**src/rtl/pcie_pwr_seq_ctrl.sv**
```systemverilog
// Multi-slot PCIe power sequencer: one FSM per slot driving rails, REFCLK OE and PERST_n.
// Optional macro PCIE_PWR_SEQ_STAGGER_EN serialises rail ramp-up across slots (inrush limit).
module pcie_pwr_seq_ctrl #(
  parameter int N_SLOTS             = 2,
  parameter int CNT_W               = 24,
  parameter int T_PGOOD_TIMEOUT_CYC = 1000,
  parameter int T_RAIL_STABLE_CYC   = 1000,
  parameter int T_CLK_TO_PERST_CYC  = 10000,
  parameter int T_GRST_TO_PERST_CYC = 10000000,
  parameter int T_PERST_TO_OFF_CYC  = 100
) (
  input  logic                   ref_clk_en,
  input  logic                   GRST_n,
  input  logic [N_SLOTS-1:0]     slot_en_req_i,
  input  logic [N_SLOTS-1:0]     pgood_3v3_i,
  input  logic [N_SLOTS-1:0]     pgood_1v5_i,
  input  logic [N_SLOTS-1:0]     fault_clr_i,
  output logic [N_SLOTS-1:0]     vdd_3v3_en_o,
  output logic [N_SLOTS-1:0]     vdd_1v5_en_o,
  output logic [N_SLOTS-1:0]     refclk_oe_o,
  output logic [N_SLOTS-1:0]     PERST_n_o,
  output logic [N_SLOTS-1:0]     slot_active_o,
  output logic [N_SLOTS-1:0]     slot_fault_o,
  output logic [3*N_SLOTS-1:0]   state_dbg_o
);

  typedef enum logic [2:0] {
    S_OFF      = 3'd0,
    S_RAMP     = 3'd1,
    S_STABLE   = 3'd2,
    S_CLK_WAIT = 3'd3,
    S_ACTIVE   = 3'd4,
    S_PDOWN    = 3'd5,
    S_FAULT    = 3'd6
  } state_e;

  localparam logic [CNT_W-1:0] PGOOD_LAST = CNT_W'(T_PGOOD_TIMEOUT_CYC - 1);
  localparam logic [CNT_W-1:0] RAIL_LAST  = CNT_W'(T_RAIL_STABLE_CYC - 1);
  localparam logic [CNT_W-1:0] CLK_LAST   = CNT_W'(T_CLK_TO_PERST_CYC - 1);
  localparam logic [CNT_W-1:0] GRST_LAST  = CNT_W'(T_GRST_TO_PERST_CYC - 1);
  localparam logic [CNT_W-1:0] OFF_LAST   = CNT_W'(T_PERST_TO_OFF_CYC - 1);
  localparam logic [CNT_W-1:0] CNT_MAX    = '1;

  state_e             state_q [N_SLOTS];
  state_e             state_d [N_SLOTS];
  logic [CNT_W-1:0]   cnt_q   [N_SLOTS];
  logic [CNT_W-1:0]   cnt_d   [N_SLOTS];
  logic [CNT_W-1:0]   grst_cnt_q, grst_cnt_d;
  logic               grst_done;
  logic [N_SLOTS-1:0] ramp_ok;
  logic [N_SLOTS-1:0] rail_en_q, refclk_oe_q, perst_n_q, active_q, fault_q;

  // The global counter parks at its terminal value, so grst_done stays set until reset.
  assign grst_done  = (grst_cnt_q == GRST_LAST);
  assign grst_cnt_d = grst_done ? grst_cnt_q : grst_cnt_q + CNT_W'(1);

`ifdef PCIE_PWR_SEQ_STAGGER_EN
  logic [N_SLOTS-1:0] busy, want;
  logic               lower_want;

  always_comb begin
    busy       = '0;
    want       = '0;
    ramp_ok    = '0;
    lower_want = 1'b0;
    for (int i = 0; i < N_SLOTS; i++) begin
      busy[i] = (state_q[i] == S_RAMP) || (state_q[i] == S_STABLE);
      want[i] = (state_q[i] == S_OFF) && slot_en_req_i[i];
    end
    // A requesting slot is itself OFF, so any busy slot is "another" slot.
    for (int i = 0; i < N_SLOTS; i++) begin
      ramp_ok[i] = (busy == '0) && !lower_want;
      lower_want = lower_want | want[i];
    end
  end
`else
  assign ramp_ok = '1;
`endif

  always_comb begin
    for (int i = 0; i < N_SLOTS; i++) begin
      state_d[i] = state_q[i];
      case (state_q[i])
        S_OFF:      if (slot_en_req_i[i] && ramp_ok[i]) state_d[i] = S_RAMP;
        S_RAMP: begin
          if (!slot_en_req_i[i])                       state_d[i] = S_PDOWN;
          else if (pgood_3v3_i[i] && pgood_1v5_i[i])   state_d[i] = S_STABLE;
          else if (cnt_q[i] == PGOOD_LAST)             state_d[i] = S_FAULT;
        end
        S_STABLE: begin
          if (!(pgood_3v3_i[i] && pgood_1v5_i[i]))     state_d[i] = S_FAULT;
          else if (!slot_en_req_i[i])                  state_d[i] = S_PDOWN;
          else if (cnt_q[i] == RAIL_LAST)              state_d[i] = S_CLK_WAIT;
        end
        S_CLK_WAIT: begin
          if (!(pgood_3v3_i[i] && pgood_1v5_i[i]))     state_d[i] = S_FAULT;
          else if (!slot_en_req_i[i])                  state_d[i] = S_PDOWN;
          else if (cnt_q[i] >= CLK_LAST && grst_done)  state_d[i] = S_ACTIVE;
        end
        S_ACTIVE: begin
          if (!(pgood_3v3_i[i] && pgood_1v5_i[i]))     state_d[i] = S_FAULT;
          else if (!slot_en_req_i[i])                  state_d[i] = S_PDOWN;
        end
        // Rails are being shut down here, so pgood loss and new requests are ignored.
        S_PDOWN:    if (cnt_q[i] == OFF_LAST) state_d[i] = S_OFF;
        S_FAULT:    if (fault_clr_i[i] && !slot_en_req_i[i]) state_d[i] = S_OFF;
        default:    state_d[i] = S_OFF;
      endcase
      if (state_d[i] != state_q[i])  cnt_d[i] = '0;
      else if (cnt_q[i] == CNT_MAX)  cnt_d[i] = cnt_q[i];
      else                           cnt_d[i] = cnt_q[i] + CNT_W'(1);
    end
  end

  always_ff @(posedge ref_clk_en) begin
    if (!GRST_n) begin
      grst_cnt_q  <= '0;
      rail_en_q   <= '0;
      refclk_oe_q <= '0;
      perst_n_q   <= '0;
      active_q    <= '0;
      fault_q     <= '0;
      for (int i = 0; i < N_SLOTS; i++) begin
        state_q[i] <= S_OFF;
        cnt_q[i]   <= '0;
      end
    end else begin
      grst_cnt_q <= grst_cnt_d;
      for (int i = 0; i < N_SLOTS; i++) begin
        state_q[i]     <= state_d[i];
        cnt_q[i]       <= cnt_d[i];
        // Outputs decode the next state so they change on the same edge as the state.
        rail_en_q[i]   <= (state_d[i] != S_OFF) && (state_d[i] != S_FAULT);
        refclk_oe_q[i] <= (state_d[i] == S_CLK_WAIT) || (state_d[i] == S_ACTIVE) ||
                          (state_d[i] == S_PDOWN);
        perst_n_q[i]   <= (state_d[i] == S_ACTIVE);
        active_q[i]    <= (state_d[i] == S_ACTIVE);
        fault_q[i]     <= (state_d[i] == S_FAULT);
      end
    end
  end

  always_comb begin
    state_dbg_o = '0;
    for (int i = 0; i < N_SLOTS; i++) state_dbg_o[3*i +: 3] = state_q[i];
  end

  assign vdd_3v3_en_o  = rail_en_q;
  assign vdd_1v5_en_o  = rail_en_q;
  assign refclk_oe_o   = refclk_oe_q;
  assign PERST_n_o     = perst_n_q;
  assign slot_active_o = active_q;
  assign slot_fault_o  = fault_q;

endmodule

```
**config.mk**
```make
export PLATFORM = sky130hd
export DESIGN_NAME = pcie_pwr_seq_ctrl
export DESIGN_NICKNAME = d
export VERILOG_FILES = /design/src/rtl/pcie_pwr_seq_ctrl.sv
export SDC_FILE = /design/constraint.sdc
export NUM_CORES = 1
export LEC_CHECK = 0
export ABC_AREA = 1
export ABC_CLOCK_PERIOD_IN_PS = 2200
export BUFFER_PORTS_ARGS = -buffer_cell sky130_fd_sc_hd__buf_2
export CELL_PAD_IN_SITES_DETAIL_PLACEMENT = 1
export CELL_PAD_IN_SITES_GLOBAL_PLACEMENT = 1
export CORE_MARGIN = 1
export CORE_UTILIZATION = 44
export DETAILED_ROUTE_END_ITERATION = 16
export PLACE_DENSITY_LB_ADDON = 0.05
export SLEW_MARGIN = 20
export SYNTH_ARGS = -nofsm -noshare
export SYNTH_HDL_FRONTEND = slang
export SYNTH_SLANG_ARGS = --single-unit
```
**constraint.sdc**
```tcl
create_clock -name ref_clk_en -period 2.2 [get_ports ref_clk_en]
set_clock_uncertainty 0.05 [all_clocks]
set_input_delay 0.22 -clock ref_clk_en [delete_from_list [all_inputs] [get_ports ref_clk_en]]
set_output_delay 0.22 -clock ref_clk_en [all_outputs]
set_load 0.01 [all_outputs]
```
==> summary.md, run 1 <==
| Metric | Value |
|---|---|
| Outcome | `complete, no violations` |
| Hold buffers post-CTS | `0` |
| Grt total ovfl | `0` |
| Port Buffers | `27` |
| DRT antenna net count | `0` |
| Max clock buf depth | `2` |
| Number of synthesized register bits | `86` |
| Layout cell share with drive strength beyond 1 | `20.33%` |
| DP HPWL | `12.43 mm` |
| Routed len/inst | `15.39 µm` |
| Post-synth top area share | `31.46%` |
| Synth Flop Type | `dfxtp_1` |
| Reg2Reg Capture Point | `cnt_q[0][47]` |
| Post-Route WL | `16.51 mm` |
| Final Setup Violations | `0` |
| Post-Route Utilization | `53.86%` |
| Die Y | `113.5 µm` |
| Average size of a mapped cell | `6.492 µm²` |
| Total CTS buffers | `9` |
| Vias in the first global route | `5674` |
| Post-synth EDFFs | `0` |
| Fin Setup TNS | `0 ps` |
| PnR Total Power | `5205 µW` |
| Synth Cell Area | `5473 µm²` |
| Die X | `113.5 µm` |
| Peak supply drop | `0.3878 mV` |
| Tmin final | `2169 ps` |
| Nets | `913` |
| CTS tree | `built` |
| Clock latency on the worst-skew pair | `350 ps` |
| Worst hold path type | `in -> reg` |
| CP Max Fanout | `6` |
| Largest area contributor in the netlist | `dfxtp_1` |
| Min-delay src | `GRST_n` |
| Hold EP | `vdd_1v5_en_o[0]` |
| Placed insts | `1047` |
| Hold path cells | `3` |
| Die area | `12890 µm²` |
| Diodes inserted | `0` |
| Worst rel slew slack | `55.48%` |
| Static leakage | `0.002569 µW` |
| Multi-input gate area | `3366 µm²` |
| Register area | `1735 µm²` |
| Syn Inst Count | `843` |
| YS warnings | `0` |
| Initial Utilization | `45.37%` |
| Synth unique cells | `38` |
| R2R cell count | `14` |
| Fraction of registers with async set or reset after synthesis | `0%` |
| Fmax | `461.1 MHz` |
| Flop2flop setup slack | `30 ps` |
| CTS H-tree lvls | `3` |
| Period utilisation layout | `98.57%` |
| CTS sink cnt | `86` |
| Number of DRC markers in iteration 0 | `289` |
| CP Capture Type | `register` |
| Crit Path Class | `reg -> reg` |
| Max-cap viol count | `0` |
| Vias per cell | `5.153` |
| Final Instance Count excl. Fillers | `1073` |
| Clk slew on worst S/H paths | `70 ps` |
| Num ports | `28` |
| Synth top area cells | `dfxtp_1 31%, nand2_1 12%, nor2_1 11%, inv_1 6.7%, xor2_1 5.3%` |
| Worst Max-Slew Pin Slew | `667.0 ps` |
| Clock Root Buffer | `clkbuf_16` |
| First-pass GRT wire length | `26.93 mm` |
| Largest net degree at the start of global routing | `25` |
| GPL Wtd Cong | `0.8731` |
| CORE AREA | `12060 µm²` |
| Slew Limit Fails | `0` |
| DR vias | `5529` |
| Worst path arrival time | `2370 ps` |
| Initial antenna violation count | `0` |
| DRT Pass-1 Iters | `4` |
| Mapped Nets | `856` |
| PwrDens | `801.2 nW/µm²` |
| Seq/Total Area, Yosys | `31.46%` |
| DRC Markers | `0` |
| Final hold vios | `0` |
| Required time of the critical path | `2400 ps` |
| Filler cell count | `1628` |
| Gr usage total | `26.11%` |
| Worst setup SP type | `register` |
| RSZ-0062 raised after global routing | `yes` |
| Site Rows | `40` |
| Reg2Reg Launch Point | `grst_cnt_q[1]` |
| Synth-to-layout area growth | `18.70%` |
-- cell usage after synthesis, types with 2 or more instances --
| library cell | count |
|---|---|
| nand3_1 | 52 |
| nand4_1 | 30 |
| inv_1 | 98 |
| nor4_1 | 10 |
| buf_4 | 4 |
| and3_1 | 2 |
| nand3_2 | 3 |
| ha_1 | 3 |
| nor2_1 | 160 |
| nand2_1 | 173 |
| buf_6 | 4 |
| nor2_2 | 45 |
| inv_2 | 5 |
| o211ai_1 | 2 |
| dfxtp_1 | 86 |
| xnor2_1 | 17 |
| o21a_1 | 3 |
| clkbuf_1 | 4 |
| nor2_4 | 6 |
| xor2_1 | 33 |
| nand3b_1 | 3 |
| o21ai_0 | 10 |
| nor3_1 | 29 |
| buf_2 | 6 |
| or2_2 | 4 |
| nand3_4 | 3 |
| a21oi_1 | 29 |
| nand2_2 | 9 |
-- timing repair --
action	in CTS	in global routing
endpoints found under the hold margin	0	0
buffers inserted	0	7
resized for setup	3	37
setup endpoints to repair	40	55
pin swaps	1	10
gates cloned	0	3
-- cell type report --
type | instances | share of cell area [%]
multi-input combinational | 636 | 51.81
sequential | 86 | 26.71
timing repair buffer | 64 | 7.646
inverter | 103 | 5.951
clock buffer | 12 | 3.794
tap | 168 | 3.236
clock inverter | 4 | 0.8475
-- metrics by stage --
step                      setup slack, ps  area (µm²)  hold WS (ps)
after floorplan                     364.5        5473         411.2
after global placement              10.42        5938         442.7
after detailed placement           -52.60        5938         462.7
after CTS                           18.85        6255         244.6
after global routing               -57.00        6496         248.5
final                               31.43        6496         242.9
-- critical path, cell delays in order (launching register included) --
cell       delay [ps]
dfxtp_4           370
ha_4              160
nand3_4           110
nor2_4            160
nand3_2           100
nor2_4            220
buf_6             130
nand3_2            70
nand2_2            80
o21ai_1            60
nand2_1           110
inv_2              50
nand3_4           170
clkbuf_16         180
nor2_1             40
-- flip-flops by register name, indices dropped and copies added (netlist names) --
register / cells
slot_active_o: 2
refclk_oe_o: 2
grst_cnt_q: 24
vdd_1v5_en_o: 2
slot_fault_o: 2
cnt_q: 48
state_q: 6
-- metal layers --
metal	wire (µm)	up-vias	GRT usage [%]
met2	8406	73	46.83
met4	284	0	7.193
met5	0	-	0
li1	-	2787	-
met3	352	24	4.623
met1	7467	2645	31.96
-- logic make-up (layout without fill, tap and decap cells) --
logic type                 count (synthesis)  count (layout)  share of synthesized area, %
AOI/OAI and AO/OA                         51              51                         5.213
muxes                                      1               1                        0.1829
xor gates and xnor gates                  50              50                         8.002
adders and majority gates                  3               3                        0.6859
buffers and inverters                    121             183                         9.259
and+or+nand+nor                          531             531                         45.20
DFF                                       86              86                         31.46
-- cell usage in the layout, fill, tap and decap left out, drive strengths merged --
cell type | Yosys | routed
nand4 | 31 | 31
nand3b | 3 | 3
nor3b | 1 | 1
a21oi | 30 | 30
clkinv | 0 | 1
xor2 | 33 | 33
dfxtp | 86 | 86
or2 | 4 | 4
nor2 | 211 | 211
nand2 | 182 | 182
inv | 103 | 104
o31ai | 1 | 1
nor3 | 29 | 29
ha | 3 | 3
o21a | 3 | 3
a21boi | 2 | 2
o21ai | 12 | 12
buf | 14 | 62
clkinvlp | 0 | 1
clkbuf | 4 | 14
o21bai | 1 | 1
mux2i | 1 | 1
xnor2 | 17 | 17
bufinv | 0 | 1
and3 | 2 | 2
nor4 | 10 | 10
nand3 | 58 | 58
o211ai | 2 | 2
-- how the worst max path moves through the flow --
stage | cells after the start | start | slack [ps] | end
2_1_floorplan | 16 | grst_cnt_q[0] | 360 | cnt_q[0][13]
3_3_place_gp | 14 | grst_cnt_q[1] | 10 | cnt_q[0][47]
3_5_place_dp | 14 | grst_cnt_q[1] | -50 | cnt_q[0][25]
4_1_cts | 14 | grst_cnt_q[1] | 20 | cnt_q[0][25]
5_1_grt | 14 | cnt_q[0][1] | -60 | cnt_q[0][3]
6_report | 14 | grst_cnt_q[1] | 30 | cnt_q[0][47]
-- power by group --
group | leakage, µW | switching (µW) | internal, µW
combinational | 0.00173 | 1100 | 736
clock | 0.000143 | 658 | 919
sequential | 0.000699 | 118 | 1680
No activity file was read; power rests on OpenSTA's default activity.
==> run 2: changes to the inputs <==
--- a/config.mk
+++ b/config.mk
@@ -14,6 +14,7 @@
 export CORE_UTILIZATION = 44
 export DETAILED_ROUTE_END_ITERATION = 16
 export PLACE_DENSITY_LB_ADDON = 0.05
+export SETUP_SLACK_MARGIN = 0.2
 export SLEW_MARGIN = 20
 export SYNTH_ARGS = -nofsm -noshare
 export SYNTH_HDL_FRONTEND = slang
==> summary.md, run 2 (same netlist as run 1, synthesis figures left out) <==
| Metric | Value |
|---|---|
| Outcome | `complete, but fails checks` |
| Violated checks | `negative setup slack` |
| Final Setup Violations | `2` |
| Register area | `1763 µm²` |
| GPL Wtd Cong | `0.8731` |
| Routed len/inst | `16.83 µm` |
| CTS sink cnt | `86` |
| Most frequent cells in the layout | `152 x nand2_1, 137 x nor2_1, 90 x inv_1` |
| Peak supply drop | `0.4124 mV` |
| Fin Setup TNS | `-66.53 ps` |
| Site Rows | `40` |
| Static leakage | `0.002781 µW` |
| Crit Path Class | `reg -> reg` |
| Gr usage total | `26.84%` |
| Layout cell share with drive strength beyond 1 | `29.70%` |
| Sw Share | `37.97%` |
| CORE AREA | `12060 µm²` |
| Logic pwr share | `42.4%` |
| Worst Max-Slew Pin Slew | `682.6 ps` |
| Worst rel slew slack | `54.44%` |
| Clock Root Buffer | `clkbuf_16` |
| Hold EP | `grst_cnt_q[20]` |
| Nets | `934` |
| R2R cell count | `11` |
| PnR Total Power | `5868 µW` |
| PwrDens | `827.3 nW/µm²` |
| Final hold vios | `0` |
| Setup WS post-layout | `-62.49 ps` |
| Initial Utilization | `45.37%` |
| Most common cell after layout, fill and taps aside | `nand2_1` |
| Worst setup SP type | `register` |
| Clock group share of total power | `27.0%` |
| DP HPWL | `12.43 mm` |
| First-pass GRT wire length | `27.64 mm` |
| Min-delay src | `GRST_n` |
| Slew Limit Fails | `0` |
| Switching power | `2228 µW` |
| CP Capture Type | `register` |
| Vias per cell | `5.255` |
| Worst path arrival time | `2450 ps` |
| Reg power frac | `30.6%` |
| Post-Route WL | `18.41 mm` |
| Hold path cells | `3` |
| Reg2Reg Launch Point | `cnt_q[0][3]` |
| Max clock buf depth | `2` |
| DRC Markers | `0` |
| Hold buffers post-CTS | `0` |
| DR vias | `5749` |
| Largest net degree at the start of global routing | `25` |
| Flop2flop setup slack | `-60 ps` |
| Vias in the first global route | `5784` |
| Period utilisation layout | `102.8%` |
| Multi-input gate area | `3689 µm²` |
| Worst setup slack after placement | `-52.60 ps` |
| Synth-to-layout area growth | `29.61%` |
| Port Buffers | `27` |
| Reg2Reg Capture Point | `cnt_q[0][5]` |
| CTS tree | `built` |
| Number of DRC markers in iteration 0 | `314` |
| Die Y | `113.5 µm` |
| Total CTS buffers | `9` |
| Diodes inserted | `0` |
| Biggest register | `cnt_q` |
| Max reg flops | `48` |
| Required time of the critical path | `2390 ps` |
| Fmax | `442.0 MHz` |
| Clock latency on the worst-skew pair | `350 ps` |
| Die X | `113.5 µm` |
| RSZ-0062 raised after global routing | `yes` |
| Post-Route Utilization | `58.81%` |
| Clk slew on worst S/H paths | `70 ps` |
| CP Max Fanout | `4` |
| Largest registers | `cnt_q (48), grst_cnt_q (24), state_q (6)` |
| Max-cap viol count | `0` |
| Filler cell count | `1565` |
| CTS H-tree lvls | `3` |
| DRT Pass-1 Iters | `4` |
| Grt total ovfl | `0` |
| Tmin final | `2262 ps` |
| DRT antenna net count | `0` |
| Initial antenna violation count | `0` |
| Die area | `12890 µm²` |
| Worst hold path type | `in -> reg` |
| Internal | `3640 µW` |
| Num ports | `28` |
run 2: cell types whose count changed in the layout (fill, tap and decap cells not counted), moves of 4 or more:
cell,previous run,this run
o21ai_0,10,6
nor2_2,48,31
nand3_2,6,10
dfxtp_2,5,21
inv_2,6,12
nand2_2,13,27
nor2_1,153,137
inv_1,97,90
nand3_1,48,43
dfxtp_1,79,61
nor2_4,10,43
buf_6,3,10
buf_4,29,39
nand2_1,169,152
run 2: cell type report:
type	count	area share, %
clock inverters	4	0.7762
inverters	103	5.521
clock buffers	12	3.475
flip-flops and latches	86	24.85
repair buffers	85	10.41
multi-input cells	636	52.00
well taps	168	2.963
run 2: per-layer routing:
metal,GRT usage [%],share of wire [%],wire (µm),up-vias
met1,32.16,43,7898,2814
met5,0,0,0,-
met4,7.632,1.9,354,0
met3,5.207,2.2,405,29
met2,48.54,53,9749,72
li1,-,-,-,2834
run 2: how the worst max path moves through the flow:
stage	endpoint	start	slack, ps	cells after the start
finish	cnt_q[0][5]	cnt_q[0][3]	-60	11
global route	cnt_q[0][5]	cnt_q[0][3]	-170	11
CTS	cnt_q[0][3]	grst_cnt_q[1]	100	15
detailed placement	cnt_q[0][25]	grst_cnt_q[1]	-50	14
global placement	cnt_q[0][47]	grst_cnt_q[1]	10	14
floorplan	cnt_q[0][13]	grst_cnt_q[0]	360	16
run 2: timing repair:
action                     CTS  global route
pin swaps                   14            32
buffers inserted             7            19
setup endpoints to repair   61            63
resized for setup           44           122
cloned                       1             4
run 2: stage by stage:
stage / hold slack, ps / std cells / instance area, µm²
floorplan: 411.2 / 843 / 5473
global placement: 442.7 / 1047 / 5938
detailed placement: 462.7 / 1047 / 5938
CTS: 244.6 / 1071 / 6454
global route: 278.8 / 1094 / 7093
finish: 274.1 / 1094 / 7093
run 2: power by group through the flow:
stage | sequential, µW | combinational, µW | clock [µW]
after global placement | 1810 | 1470 | 0
after global routing | 1810 | 2650 | 1670
after detailed placement | 1810 | 1530 | 0
after floorplan | 1830 | 1070 | 0
after CTS | 1790 | 1690 | 1610
final | 1800 | 2490 | 1580
run 2: worst max-delay path, cell delays in order (launching register included):
cell,delay (ps)
dfxtp_1,410
nand2_1,160
inv_1,160
nand3_1,120
nor2_1,190
nand2_1,100
nor3_1,270
nand3_1,170
nand2_1,150
nor2_1,70
xor2_1,240
nor2_4,60
==> run 3: changes to the inputs <==
--- a/config.mk
+++ b/config.mk
@@ -12,7 +12,9 @@
 export CELL_PAD_IN_SITES_GLOBAL_PLACEMENT = 1
 export CORE_MARGIN = 1
 export CORE_UTILIZATION = 44
+export CTS_CLUSTER_SIZE = 20
 export DETAILED_ROUTE_END_ITERATION = 16
+export MAX_ROUTING_LAYER = met4
 export PLACE_DENSITY_LB_ADDON = 0.05
 export SETUP_SLACK_MARGIN = 0.2
 export SLEW_MARGIN = 20
==> summary.md, run 3 (same netlist as run 1, synthesis figures left out) <==
| Metric | Value |
|---|---|
| DP HPWL | `12.43 mm` |
| Reg2Reg Capture Point | `cnt_q[0][37]` |
| Layout cell share with drive strength beyond 1 | `24.40%` |
| Max reg flops | `48` |
| Synth-to-layout area growth | `22.43%` |
| PwrDens | `802.6 nW/µm²` |
| Final Setup Violations | `0` |
| CTS sink cnt | `86` |
| Gr usage total | `27.69%` |
| Period utilisation layout | `99.67%` |
| Number of DRC markers in iteration 0 | `317` |
| Peak supply drop | `0.3895 mV` |
| CP Capture Type | `register` |
| Diodes inserted | `0` |
| Total CTS buffers | `9` |
| Worst rel slew slack | `55.82%` |
| Most common cell after layout, fill and taps aside | `nand2_1` |
| CTS H-tree lvls | `3` |
| Crit Path Class | `reg -> reg` |
| Max-cap viol count | `0` |
| CP Max Fanout | `7` |
| Routed len/inst | `15.82 µm` |
| Outcome | `complete, no violations` |
| Vias in the first global route | `5779` |
| Post-Route WL | `17.11 mm` |
| DR vias | `5625` |
| Num ports | `28` |
| Worst hold path type | `in -> reg` |
| CORE AREA | `12060 µm²` |
| Site Rows | `40` |
| Port Buffers | `27` |
| Die X | `113.5 µm` |
| Biggest register | `cnt_q` |
| Largest net degree at the start of global routing | `25` |
| Initial Utilization | `45.37%` |
| Tmin final | `2193 ps` |
| Max clock buf depth | `2` |
| Most frequent cells in the layout | `163 x nand2_1, 147 x nor2_1, 92 x inv_1` |
| Worst setup SP type | `register` |
| Nets | `922` |
| Hold EP | `vdd_1v5_en_o[0]` |
| PnR Total Power | `5378 µW` |
| RSZ-0062 raised after global routing | `yes` |
| Initial antenna violation count | `0` |
| Flop2flop setup slack | `7 ps` |
| Reg2Reg Launch Point | `grst_cnt_q[0]` |
| Filler cell count | `1630` |
| Final hold vios | `0` |
| GPL Wtd Cong | `0.8874` |
| Largest registers | `cnt_q (48), grst_cnt_q (24), state_q (6)` |
| Worst path arrival time | `2380 ps` |
| DRT antenna net count | `0` |
| Fmax | `456.1 MHz` |
| Post-Route Utilization | `55.55%` |
| CTS tree | `built` |
| Die Y | `113.5 µm` |
| DRT Pass-1 Iters | `4` |
| Required time of the critical path | `2390 ps` |
| Hold path cells | `3` |
| Min-delay src | `GRST_n` |
| DRC Markers | `0` |
| Hold Slack | `260.0 ps` |
| Slew Limit Fails | `0` |
| Clock Root Buffer | `clkbuf_16` |
| Vias per cell | `5.199` |
| Grt total ovfl | `0` |
| Clk slew on worst S/H paths | `70 ps` |
| R2R cell count | `15` |
| Worst Max-Slew Pin Slew | `662.0 ps` |
| First-pass GRT wire length | `27.66 mm` |
| Static leakage | `0.002637 µW` |
| Fin Setup TNS | `0 ps` |
| Die area | `12890 µm²` |
| Clock latency on the worst-skew pair | `350 ps` |
## run 3: cell count changes in the layout (fill, tap and decap cells not counted), moves of 4 or more
cell / before / now
dfxtp_2: 21 / 16
nand3_2: 10 / 5
nor2_4: 43 / 20
buf_4: 39 / 35
nand2_2: 27 / 19
nor2_1: 137 / 147
nor2_2: 31 / 44
nand3_1: 43 / 49
dfxtp_1: 61 / 68
nand2_1: 152 / 163
buf_6: 10 / 4
## run 3: layout make-up
type	instances	area, µm²	area share, %
Multi-Input combinational cell	636	3452	51.52
Inverter	103	386.6	5.770
Clock inverter	4	55.05	0.8217
Tap cell	168	210.2	3.137
Clock buffer	12	246.5	3.679
Sequential cell	86	1749	26.11
Timing Repair Buffer	73	600.6	8.964
## run 3: routing by layer
metal  track usage, %  up-vias  wire, µm
met2            48.54       85      8887
li1                 -     2807         -
met4            7.632        0       254
met3            5.207       30       519
met5                -        -         0
met1            32.29     2703      7450
## run 3: critical path, stage by stage, from the launching register on
cell,delay (ps)
dfxtp_4,360
ha_4,160
nand3_4,90
nor2_4,130
nand3_2,100
nor2_4,170
buf_12,120
buf_6,80
nand3_2,70
nand2_2,80
o21ai_1,60
nand2_1,110
inv_2,50
nand3_4,210
clkbuf_16,200
nor2_2,30
## run 3: through the flow
stage          area, µm²  worst slack, ps  cells
3_5_place_dp        5938           -52.60   1047
2_1_floorplan       5473            364.5    843
3_3_place_gp        5938            10.42   1047
5_1_grt             6700           -88.65   1082
6_report            6700            7.351   1082
4_1_cts             6454            101.7   1071
## run 3: worst max path at each step
stage	from	to	slack, ps
4_1_cts	grst_cnt_q[1]	cnt_q[0][3]	100
3_5_place_dp	grst_cnt_q[1]	cnt_q[0][25]	-50
6_report	grst_cnt_q[0]	cnt_q[0][37]	7
2_1_floorplan	grst_cnt_q[0]	cnt_q[0][13]	360
5_1_grt	grst_cnt_q[2]	cnt_q[0][37]	-90
3_3_place_gp	grst_cnt_q[1]	cnt_q[0][47]	10
## run 3: power by group
group	switching [µW]	leakage (µW)	internal (µW)	total, µW
registers	118	0.000705	1680	1790
clock network	654	0.000143	919	1570
logic	1190	0.00179	822	2010
total	1960	0.00264	3420	5380
## run 3: timing repair
action / in CTS / in global routing
gates cloned: 1 / 3
endpoints found under the setup margin: 61 / 63
pin swaps: 14 / 11
hold buffers: 0 / 0
buffers inserted: 7 / 8
gates resized for setup: 44 / 44
